<file path="src/rtl/beacon_pkg.sv">
// rtl/beacon_pkg.sv - shared beacon word codes, packet constants and field offsets
package beacon_pkg;

  localparam logic [1:0]  HEAD = 2'b01;
  localparam logic [1:0]  BODY = 2'b11;
  localparam logic [1:0]  TAIL = 2'b10;

  localparam logic [7:0]  PKT_UPDATE = 8'h02;
  localparam logic [7:0]  PKT_REPORT = 8'h01;

  localparam logic [15:0] BEACON_LEN      = 16'd64;
  localparam logic [15:0] ETHTYPE_DEFAULT = 16'h1662;

  localparam int WORD_W = 134;

  // Bit offsets inside a 134-bit bus word; shared with the LCM receiver and report path.
  localparam int WTYPE_LSB    = 132;
  localparam int INVB_LSB     = 128;
  localparam int MD_LMID_LSB  = 120;
  localparam int MD_TYPE_LSB  = 112;
  localparam int MD_LEN_LSB   = 96;
  localparam int MD_SEQ_LSB   = 64;
  localparam int ETH_DMAC_LSB = 80;
  localparam int ETH_SMAC_LSB = 32;
  localparam int ETH_TYPE_LSB = 16;
  localparam int UPD_DIR_BIT  = 127;
  localparam int UPD_TB_LSB   = 64;
  localparam int UPD_DMAC_LSB = 16;
  localparam int UPD_TSP_LSB  = 96;
  localparam int UPD_TS_LSB   = 48;

  typedef enum logic [2:0] {
    IDLE     = 3'd0,
    WAIT_RDY = 3'd1,
    S_W0     = 3'd2,
    S_W1     = 3'd3,
    S_W2     = 3'd4,
    S_W3     = 3'd5
  } tx_state_e;

  function automatic logic is_word_state(tx_state_e s);
    return (s == S_W0) || (s == S_W1) || (s == S_W2) || (s == S_W3);
  endfunction

endpackage

</file>
<file path="src/rtl/beacon_word_mux.sv">
// rtl/beacon_word_mux.sv - maps the transmit state and latched fields to one bus word
module beacon_word_mux
  import beacon_pkg::*;
#(
  parameter logic [7:0]  LMID    = 8'd1,
  parameter logic [15:0] ETHTYPE = ETHTYPE_DEFAULT
) (
  input  logic [2:0]   state_i,
  input  logic         direction_i,
  input  logic [31:0]  token_bucket_i,
  input  logic [47:0]  direct_mac_i,
  input  logic [31:0]  time_slot_i,
  input  logic [47:0]  dmac_i,
  input  logic [47:0]  smac_i,
  input  logic [31:0]  seq_i,
  input  logic [47:0]  ts_i,
  output logic [133:0] word_o
);

  logic [133:0] word;

  always_comb begin
    word = '0;
    case (tx_state_e'(state_i))
      S_W0: begin
        word[WTYPE_LSB +: 2]    = HEAD;
        word[MD_LMID_LSB +: 8]  = LMID;
        word[MD_TYPE_LSB +: 8]  = PKT_UPDATE;
        word[MD_LEN_LSB +: 16]  = BEACON_LEN;
        word[MD_SEQ_LSB +: 32]  = seq_i;
      end
      S_W1: begin
        word[WTYPE_LSB +: 2]    = BODY;
        word[ETH_DMAC_LSB +: 48] = dmac_i;
        word[ETH_SMAC_LSB +: 48] = smac_i;
        word[ETH_TYPE_LSB +: 16] = ETHTYPE;
      end
      S_W2: begin
        word[WTYPE_LSB +: 2]     = BODY;
        word[UPD_DIR_BIT]        = direction_i;
        word[UPD_TB_LSB +: 32]   = token_bucket_i;
        word[UPD_DMAC_LSB +: 48] = direct_mac_i;
      end
      S_W3: begin
        word[WTYPE_LSB +: 2]    = TAIL;
        word[UPD_TSP_LSB +: 32] = time_slot_i;
        word[UPD_TS_LSB +: 48]  = ts_i;
      end
      default: ;
    endcase
  end

  assign word_o = word;

endmodule

</file>
<file path="src/rtl/beacon_update_tx.sv">
// rtl/beacon_update_tx.sv - formats controller beacon updates into 4-word packets for the LCM
module beacon_update_tx
  import beacon_pkg::*;
#(
  parameter logic [7:0]  LMID    = 8'd1,
  parameter logic [15:0] ETHTYPE = ETHTYPE_DEFAULT
) (
  input  logic         clk,
  input  logic         rst_n,
  input  logic         req,
  input  logic         req_direction,
  input  logic [31:0]  req_token_bucket_para,
  input  logic [47:0]  req_direct_mac_addr,
  input  logic [31:0]  req_time_slot_period,
  input  logic [47:0]  req_dmac,
  input  logic [47:0]  local_mac,
  input  logic [47:0]  precision_time,
  input  logic         in_ready,
  output logic [133:0] out_data,
  output logic         out_data_wr,
  output logic         out_data_valid,
  output logic         out_data_valid_wr,
  output logic         busy,
  output logic [31:0]  tx_cnt,
  output logic [31:0]  drop_cnt
);

  tx_state_e    state_q, state_d;
  logic         latch_en, drop;
  logic         dir_q;
  logic [31:0]  tb_q, tsp_q, seq_q, tx_cnt_q, drop_cnt_q;
  logic [47:0]  dmm_q, dmac_q, smac_q, ts_q;
  logic [133:0] word_d, out_data_q;
  logic         out_wr_q, valid_q, busy_q;

  always_comb begin
    state_d  = state_q;
    latch_en = 1'b0;
    drop     = 1'b0;
    case (state_q)
      IDLE: begin
        if (req) begin
          latch_en = 1'b1;
          state_d  = WAIT_RDY;
        end
      end
      WAIT_RDY: if (in_ready) state_d = S_W0;
      S_W0:     state_d = S_W1;
      S_W1:     state_d = S_W2;
      S_W2:     state_d = S_W3;
      S_W3:     state_d = IDLE;
      default:  state_d = IDLE;
    endcase
    // A request arriving on the S_W3 edge is dropped even though the FSM goes idle.
    if (req && (state_q != IDLE)) drop = 1'b1;
  end

  beacon_word_mux #(
    .LMID    (LMID),
    .ETHTYPE (ETHTYPE)
  ) u_word_mux (
    .state_i        (state_d),
    .direction_i    (dir_q),
    .token_bucket_i (tb_q),
    .direct_mac_i   (dmm_q),
    .time_slot_i    (tsp_q),
    .dmac_i         (dmac_q),
    .smac_i         (smac_q),
    .seq_i          (seq_q),
    .ts_i           (ts_q),
    .word_o         (word_d)
  );

  always_ff @(posedge clk or negedge rst_n) begin
    if (!rst_n) begin
      state_q    <= IDLE;
      dir_q      <= 1'b0;
      tb_q       <= '0;
      dmm_q      <= '0;
      tsp_q      <= '0;
      dmac_q     <= '0;
      smac_q     <= '0;
      ts_q       <= '0;
      seq_q      <= '0;
      tx_cnt_q   <= '0;
      drop_cnt_q <= '0;
      out_data_q <= '0;
      out_wr_q   <= 1'b0;
      valid_q    <= 1'b0;
      busy_q     <= 1'b0;
    end else begin
      state_q <= state_d;
      if (latch_en) begin
        dir_q  <= req_direction;
        tb_q   <= req_token_bucket_para;
        dmm_q  <= req_direct_mac_addr;
        tsp_q  <= req_time_slot_period;
        dmac_q <= req_dmac;
        smac_q <= local_mac;
      end
      // Timestamp is captured on the edge that emits the head word.
      if (state_d == S_W0) ts_q <= precision_time;
      if (state_q == S_W3) begin
        seq_q    <= seq_q + 32'd1;
        tx_cnt_q <= tx_cnt_q + 32'd1;
      end
      if (drop) drop_cnt_q <= drop_cnt_q + 32'd1;
      out_data_q <= word_d;
      out_wr_q   <= is_word_state(state_d);
      valid_q    <= (state_d == S_W3);
      busy_q     <= (state_d != IDLE);
    end
  end

  assign out_data          = out_data_q;
  assign out_data_wr       = out_wr_q;
  assign out_data_valid    = valid_q;
  assign out_data_valid_wr = valid_q;
  assign busy              = busy_q;
  assign tx_cnt            = tx_cnt_q;
  assign drop_cnt          = drop_cnt_q;

endmodule

</file>
<file path="config.mk">
export PLATFORM = sky130hd
export DESIGN_NAME = beacon_update_tx
export DESIGN_NICKNAME = d
export VERILOG_FILES = /design/src/rtl/beacon_pkg.sv /design/src/rtl/beacon_word_mux.sv /design/src/rtl/beacon_update_tx.sv
export SDC_FILE = /design/constraint.sdc
export NUM_CORES = 1
export LEC_CHECK = 0
export CAP_MARGIN = 25
export CELL_PAD_IN_SITES_DETAIL_PLACEMENT = 1
export CELL_PAD_IN_SITES_GLOBAL_PLACEMENT = 1
export CORE_MARGIN = 2
export CORE_UTILIZATION = 40
export DETAILED_ROUTE_END_ITERATION = 16
export PLACE_DENSITY_LB_ADDON = 0.1
export SLEW_MARGIN = 20
export SYNTH_ARGS = -nofsm -noshare
export SYNTH_HDL_FRONTEND = slang
export SYNTH_SLANG_ARGS = --single-unit
</file>
<file path="constraint.sdc">
create_clock -name clk -period 1.9 [get_ports clk]
set_input_delay 0.19 -clock clk [delete_from_list [all_inputs] [get_ports clk]]
set_output_delay 0.19 -clock clk [all_outputs]
set_load 0.01 [all_outputs]
</file>
# Word level (Yosys, flattened, before mapping)
# Cells that the tools add are included.
classes:
  addsub: 3
  eq_ne: 9
  muxes: 12
  reduce_logical: 8
ops:
  columns: ["op", "count"]
  rows:
  - ["case mux 32 bit (4 select lines)", 1]
  - ["adder 32 x 1 -> 32 bit (second input constant)", 3]
  - ["case mux 31 bit (3 select lines)", 1]
  - ["case mux 32 bit (2 select lines)", 1]
  - ["case mux 16 bit (3 select lines)", 1]
  - ["case mux 3 bit (5 select lines)", 1]
  - ["equality test 3 x 2 -> 1 bit (second input constant)", 4]
  - ["equality test 3 bit (second input constant)", 4]
  - ["two-way mux 3 bit", 2]
  - ["case mux 2 bit (3 select lines)", 1]
  - ["nonzero test 3 bit", 2]
  - ["equality test 3 x 1 -> 1 bit (second input constant)", 1]
  - ["logical NOT 3 bit", 1]
  - ["logical OR 1 bit", 3]
  - ["two-way mux 1 bit", 3]
  - ["case mux 1 bit (3 select lines)", 1]
  - ["OR reduction 2 bit", 1]
  - ["logical AND 1 bit", 1]
word_totals:
  ff_bits: 473
  in_bits: 261
  out_inout_bits: 202
  elab_cells: 47

# Longest topological paths before layout
logic_depth:
  depth_word: 6
  ltp_mapped: 7
  depth_no_buf: 5

# Hierarchy
# Synthesis repeated with hierarchy kept, for this count alone.
hier_totals:
  cells_unflattened: 1369
  area_unflattened_um2: 19815.3
modules_own_cells:
  columns: ["mod", "n_inst", "cells_per_inst", "area_each_um2", "seq_area_each_um2"]
  rows:
  - ["beacon_update_tx", 1, 1109, 17712.0, 12336.8]
  - ["beacon_word_mux", 1, 260, 2103.3, 0.0]

# Worst setup path before layout
# Ideal clock, no wire load.
synth_path:
  path_kind: "register -> register"
  startpoint: "reg state_q[1]"
  endpoint: "reg tb_q[0]"
  setup_ns: 0.125
  arrival_ns: 1.592
  required_ns: 1.775
  slack_ns: 0.183
  stages_incl_launch_ff: 7
  path_buffers: 3
  synth_period_minus_slack_ns: 1.717
  path_cell_list: "dfrtp_1 > nor3_2 > and2_1 > buf_2 > buf_4 > buf_4 > mux2_2"
synth_via:
  elab_chain_cells: 2
synth_rtl:
  columns: ["element", "line", "rtl"]
  rows:
  - ["start: declaration", "beacon_update_tx.sv:28", "tx_state_e state_q, state_d;"]
  - ["start signal: assignment", "beacon_update_tx.sv:92", "state_q <= state_d;"]
  - ["logical NOT 3 bit", "beacon_update_tx.sv:40", "case (state_q)"]
  - ["two-way mux 1 bit", "beacon_update_tx.sv:40", null]
  - ["end signal: assignment", "beacon_update_tx.sv:95", "tb_q <= req_token_bucket_para;"]
  - ["end: declaration", "beacon_update_tx.sv:31", "logic [31:0] tb_q, tsp_q, seq_q, tx_cnt_q, drop_cnt_q;"]
# Every way passes these cells.
# A chain may end at the register's enable or synchronous reset.

# Final worst setup path
layout_path:
  startpoint: "reg state_q[0]"
  endpoint: "reg out_data_q[78] (netlist: out_data[78])"
layout_via:
  elab_chain_cells: 4
  elab_cells_between_ends: 13
  classes_between: "eq/ne (8); mux (4); reduce/logical (1)"
layout_rtl:
  columns: ["element", "line", "rtl"]
  rows:
  - ["equality test 3 bit (tied with other cells)", "beacon_update_tx.sv:40", null]
  - ["case mux 3 bit (5 select lines) (*)", "beacon_update_tx.sv:40", null]
  - ["equality test 3 bit or equality test 3 x 2 -> 1 bit (tied branches)", "beacon_word_mux.sv:24", "case (tx_state_e'(state_i))"]
  - ["case mux 32 bit (4 select lines) (*)", "beacon_word_mux.sv:24", null]
  - ["net u_word_mux.word_o[78]", "beacon_word_mux.sv:17", "output logic [133:0] word_o"]
  - ["end signal: assignment", "beacon_update_tx.sv:108", "out_data_q <= word_d;"]
  - ["end: declaration", "beacon_update_tx.sv:33", "logic [133:0] word_d, out_data_q;"]
# Mark *: on every way through the listed nets, which the timed path passes. The rest lies on a longest branch.

==> flow_summary_export.csv <==
group,metric,value,unit
floorplan,start_util,0.407,
cells_and_area,syn2layout_area_growth,39.0,%
synth,synth.distinct_cells,43,
synth,ys_async_sr_fraction,1.00,
floorplan,rows,79,
setup_path,end_kind,"flip-flop",
job,drv_cap,0,
power,powerDensity,1450,mW/mm^2
synth,netlist_top_cells_area,"dfrtp_1 62%, mux2_2 10%, nand2_1 4.0%",
power,fin_total_pwr,38.3,mW
detailed_routing,vias,13400,
cells_and_area,final_nets,2233,
place,place_ws,-0.0310,ns
cells_and_area,regArea,0.0118,sq mm
synth,synth-seq-area-share,0.622,
timing,tns,0,ns
clock_network,cts_inserted_buffers,51,
setup_path,worstSetupPathType,"reg2reg",
clock_network,root_buffer,"clkbuf_16",
floorplan,die-width,222,um
detailed_routing,wl_met2,27600,um
cells_and_area,multi_input_area,0.00670,sq mm
clock_network,cts_tree,"built",
timing,setup_viol,0,
floorplan,dieArea,0.0493,sq mm
synth,yosys.area.top_type,"dfrtp_1",
cells_and_area,final_common_cell,"dfrtp_1",
synth,synth_edf_count,0,
power,max-vdd-ir-drop,855,uV
floorplan,core,0.0468,sq mm
global_routing,track_usage,0.229,
detailed_routing,drtPass1Iterations,5,
global_routing,grt_pass1_wl,87100,um
clock_network,h-tree-depth,2,
floorplan,die_y,222,um
global_routing,grt_pass1_vias,14500,
synth,yosysWarnings,0,
hold_path,hold_class,"in2async",
detailed_routing,top_layer,"met5",
detailed_routing,post-route-drc-count,0,
clock_network,ctsLongestPathBuffers,3,
detailed_routing,initialDrtViolationCount,688,
setup_path,cp.required,2.34,ns
place,post-dp-hpwl,40500,um
detailed_routing,vias_per_cell,5.11,
clock_network,clk_pin_slew_worst_paths,0.06,ns
setup_path,cp.arrival,2.28,ns
clock_network,cts.sinks,473,
cells_and_area,mostFrequentLayoutCells,"471 x dfrtp_1, 441 x clkdlybuf4s50_1, 201 x nand2_1, 176 x mux2_2, 81 x xnor2_1",
place,gp_congestion,0.815,
global_routing,grt_max_degree,79,
synth,syn_area_per_cell,13.0,sq um
setup_path,start_kind,"flip-flop",
timing,final.min_clock_period,1.84,ns
clock_network,worstSkewPairLatency,0.59,ns
run_status,outcome,"complete, no violations",
synth,synthCells,1461,
timing,setup_slack,0.0593,ns
detailed_routing,finalWirelength,56500,um
cells_and_area,nFillCells,4733,
power,p_leak,11.6,nW
place,io_buffers,442,
synth,syn_area,0.0190,sq mm
timing,fin_skew,0.0241,ns
timing,max_clock_freq,0.543,GHz
detailed_routing,antenna_left,0,
detailed_routing,drt-met1-wl,23800,um
setup_path,crit_fanout,17,
synth,synth_top_area_share,0.622,
timing,relSlewSlack,0.645,
timing,fin_crit_sh,0.969,
global_routing,antenna_found_initial,17,
timing,worst_slew_pin_slew,0.528,ns
floorplan,pin_count,463,
timing,slew_viol_final,0,
detailed_routing,wl_met3,3560,um
timing,final-hold-violation-count,0,
synth,ys_ff_latch,473,
global_routing,gr-total-overflow,0,
cells_and_area,final_util,0.566,
cells_and_area,drive_above_1_share,0.180,
synth,synthFlopType,"dfrtp_1",
detailed_routing,wire_per_inst,21.6,um
cell families after synthesis:
logic type	count (synthesis)	share of synthesized area
simple gates	383	0.100
buf+inv	108	0.0312
other cells	1	0.000197
xor+xnor	93	0.0428
mux	270	0.155
flops	473	0.622
fa+ha+maj	3	0.00197
compound gates	130	0.0458
cell type report:
| cell class | count | area share |
|---|---|---|
| multi-input cells | 899 | 0.253 |
| repair buffers | 529 | 0.206 |
| inverters | 15 | 0.00218 |
| clock buffers | 74 | 0.0545 |
| flip-flops and latches | 473 | 0.448 |
| clock inverters | 13 | 0.00639 |
| well taps | 607 | 0.0287 |
| diodes | 12 | 0.00114 |
synth_stat cells, types with 5 or more instances:
library cell,n
and4_1,9
buf_4,41
clkbuf_1,23
mux2_1,28
o21ai_0,56
a22oi_1,32
a22o_1,28
nor3_1,6
nor2_1,32
nand3_1,42
buf_2,28
xor2_1,12
nand2_1,202
nor3_2,5
nand4_1,38
and3_1,23
mux2i_1,66
xnor2_1,81
inv_1,14
a21oi_1,7
mux2_2,176
nor4_4,5
dfrtp_1,473
and2_1,5
registers in the layout, indices dropped and copies added, names as in the netlist, 48 cells and up:
signal	flops
out_data	114
ts_q	48
smac_q	48
dmm_q	48
dmac_q	48
power breakdown:
part	total [mW]	leakage [nW]	switching, mW	internal, mW
registers	16.0	5.98	2.04	13.9
logic	12.6	4.86	5.73	6.85
clock network	9.74	0.796	3.97	5.77
metrics by stage:
stage | hold slack (ns) | instance area, sq um | instances
after floorplan | -0.106 | 19100 | 1480
final | 0.118 | 26400 | 2622
after global placement | 0.124 | 24700 | 2515
after global routing | 0.126 | 26400 | 2617
after detailed placement | 0.125 | 24700 | 2515
after CTS | 0.0917 | 26300 | 2603
final timing paths:
kind	start	cells after the start	slack, ns	end
max	state_q[0]$_DFF_PN0_	7	0.06	out_data[78]$_DFF_PN0_
min	rst_n	2	0.12	tx_cnt[14]$_DFFE_PN0N_
max reg2reg	state_q[0]$_DFF_PN0_	7	0.06	out_data[78]$_DFF_PN0_
min reg2reg	tx_cnt[31]$_DFFE_PN0N_	1	0.47	tx_cnt[31]$_DFFE_PN0N_
max in group asynchronous	rst_n	3	1.00	out_data[124]$_DFF_PN0_
min in group clk	precision_time[37]	3	0.13	ts_q[37]$_DFFE_PN0N_
metal layers:
metal  track usage  vias to the layer above
met5             0                        -
met4        0.0774                       12
met3        0.0592                       89
met2         0.378                      329
met1         0.294                     6905
li1              -                     6062
repair_timing:
item                       CTS  global route
hold endpoints to repair   394             0
setup endpoints to repair    0           149
resized for setup            0             6
hold buffers                 1             0
setup buffers                0             6
critical path: stages (launching register included):
cell and delay (ns):
dfrtp_4 0.52, buf_4 0.16, nand2b_1 0.10, nor3b_2 0.09
buf_12 0.17, buf_12 0.15, a22oi_1 0.35, o21ai_0 0.17
Power figures use the tool's default switching activity.
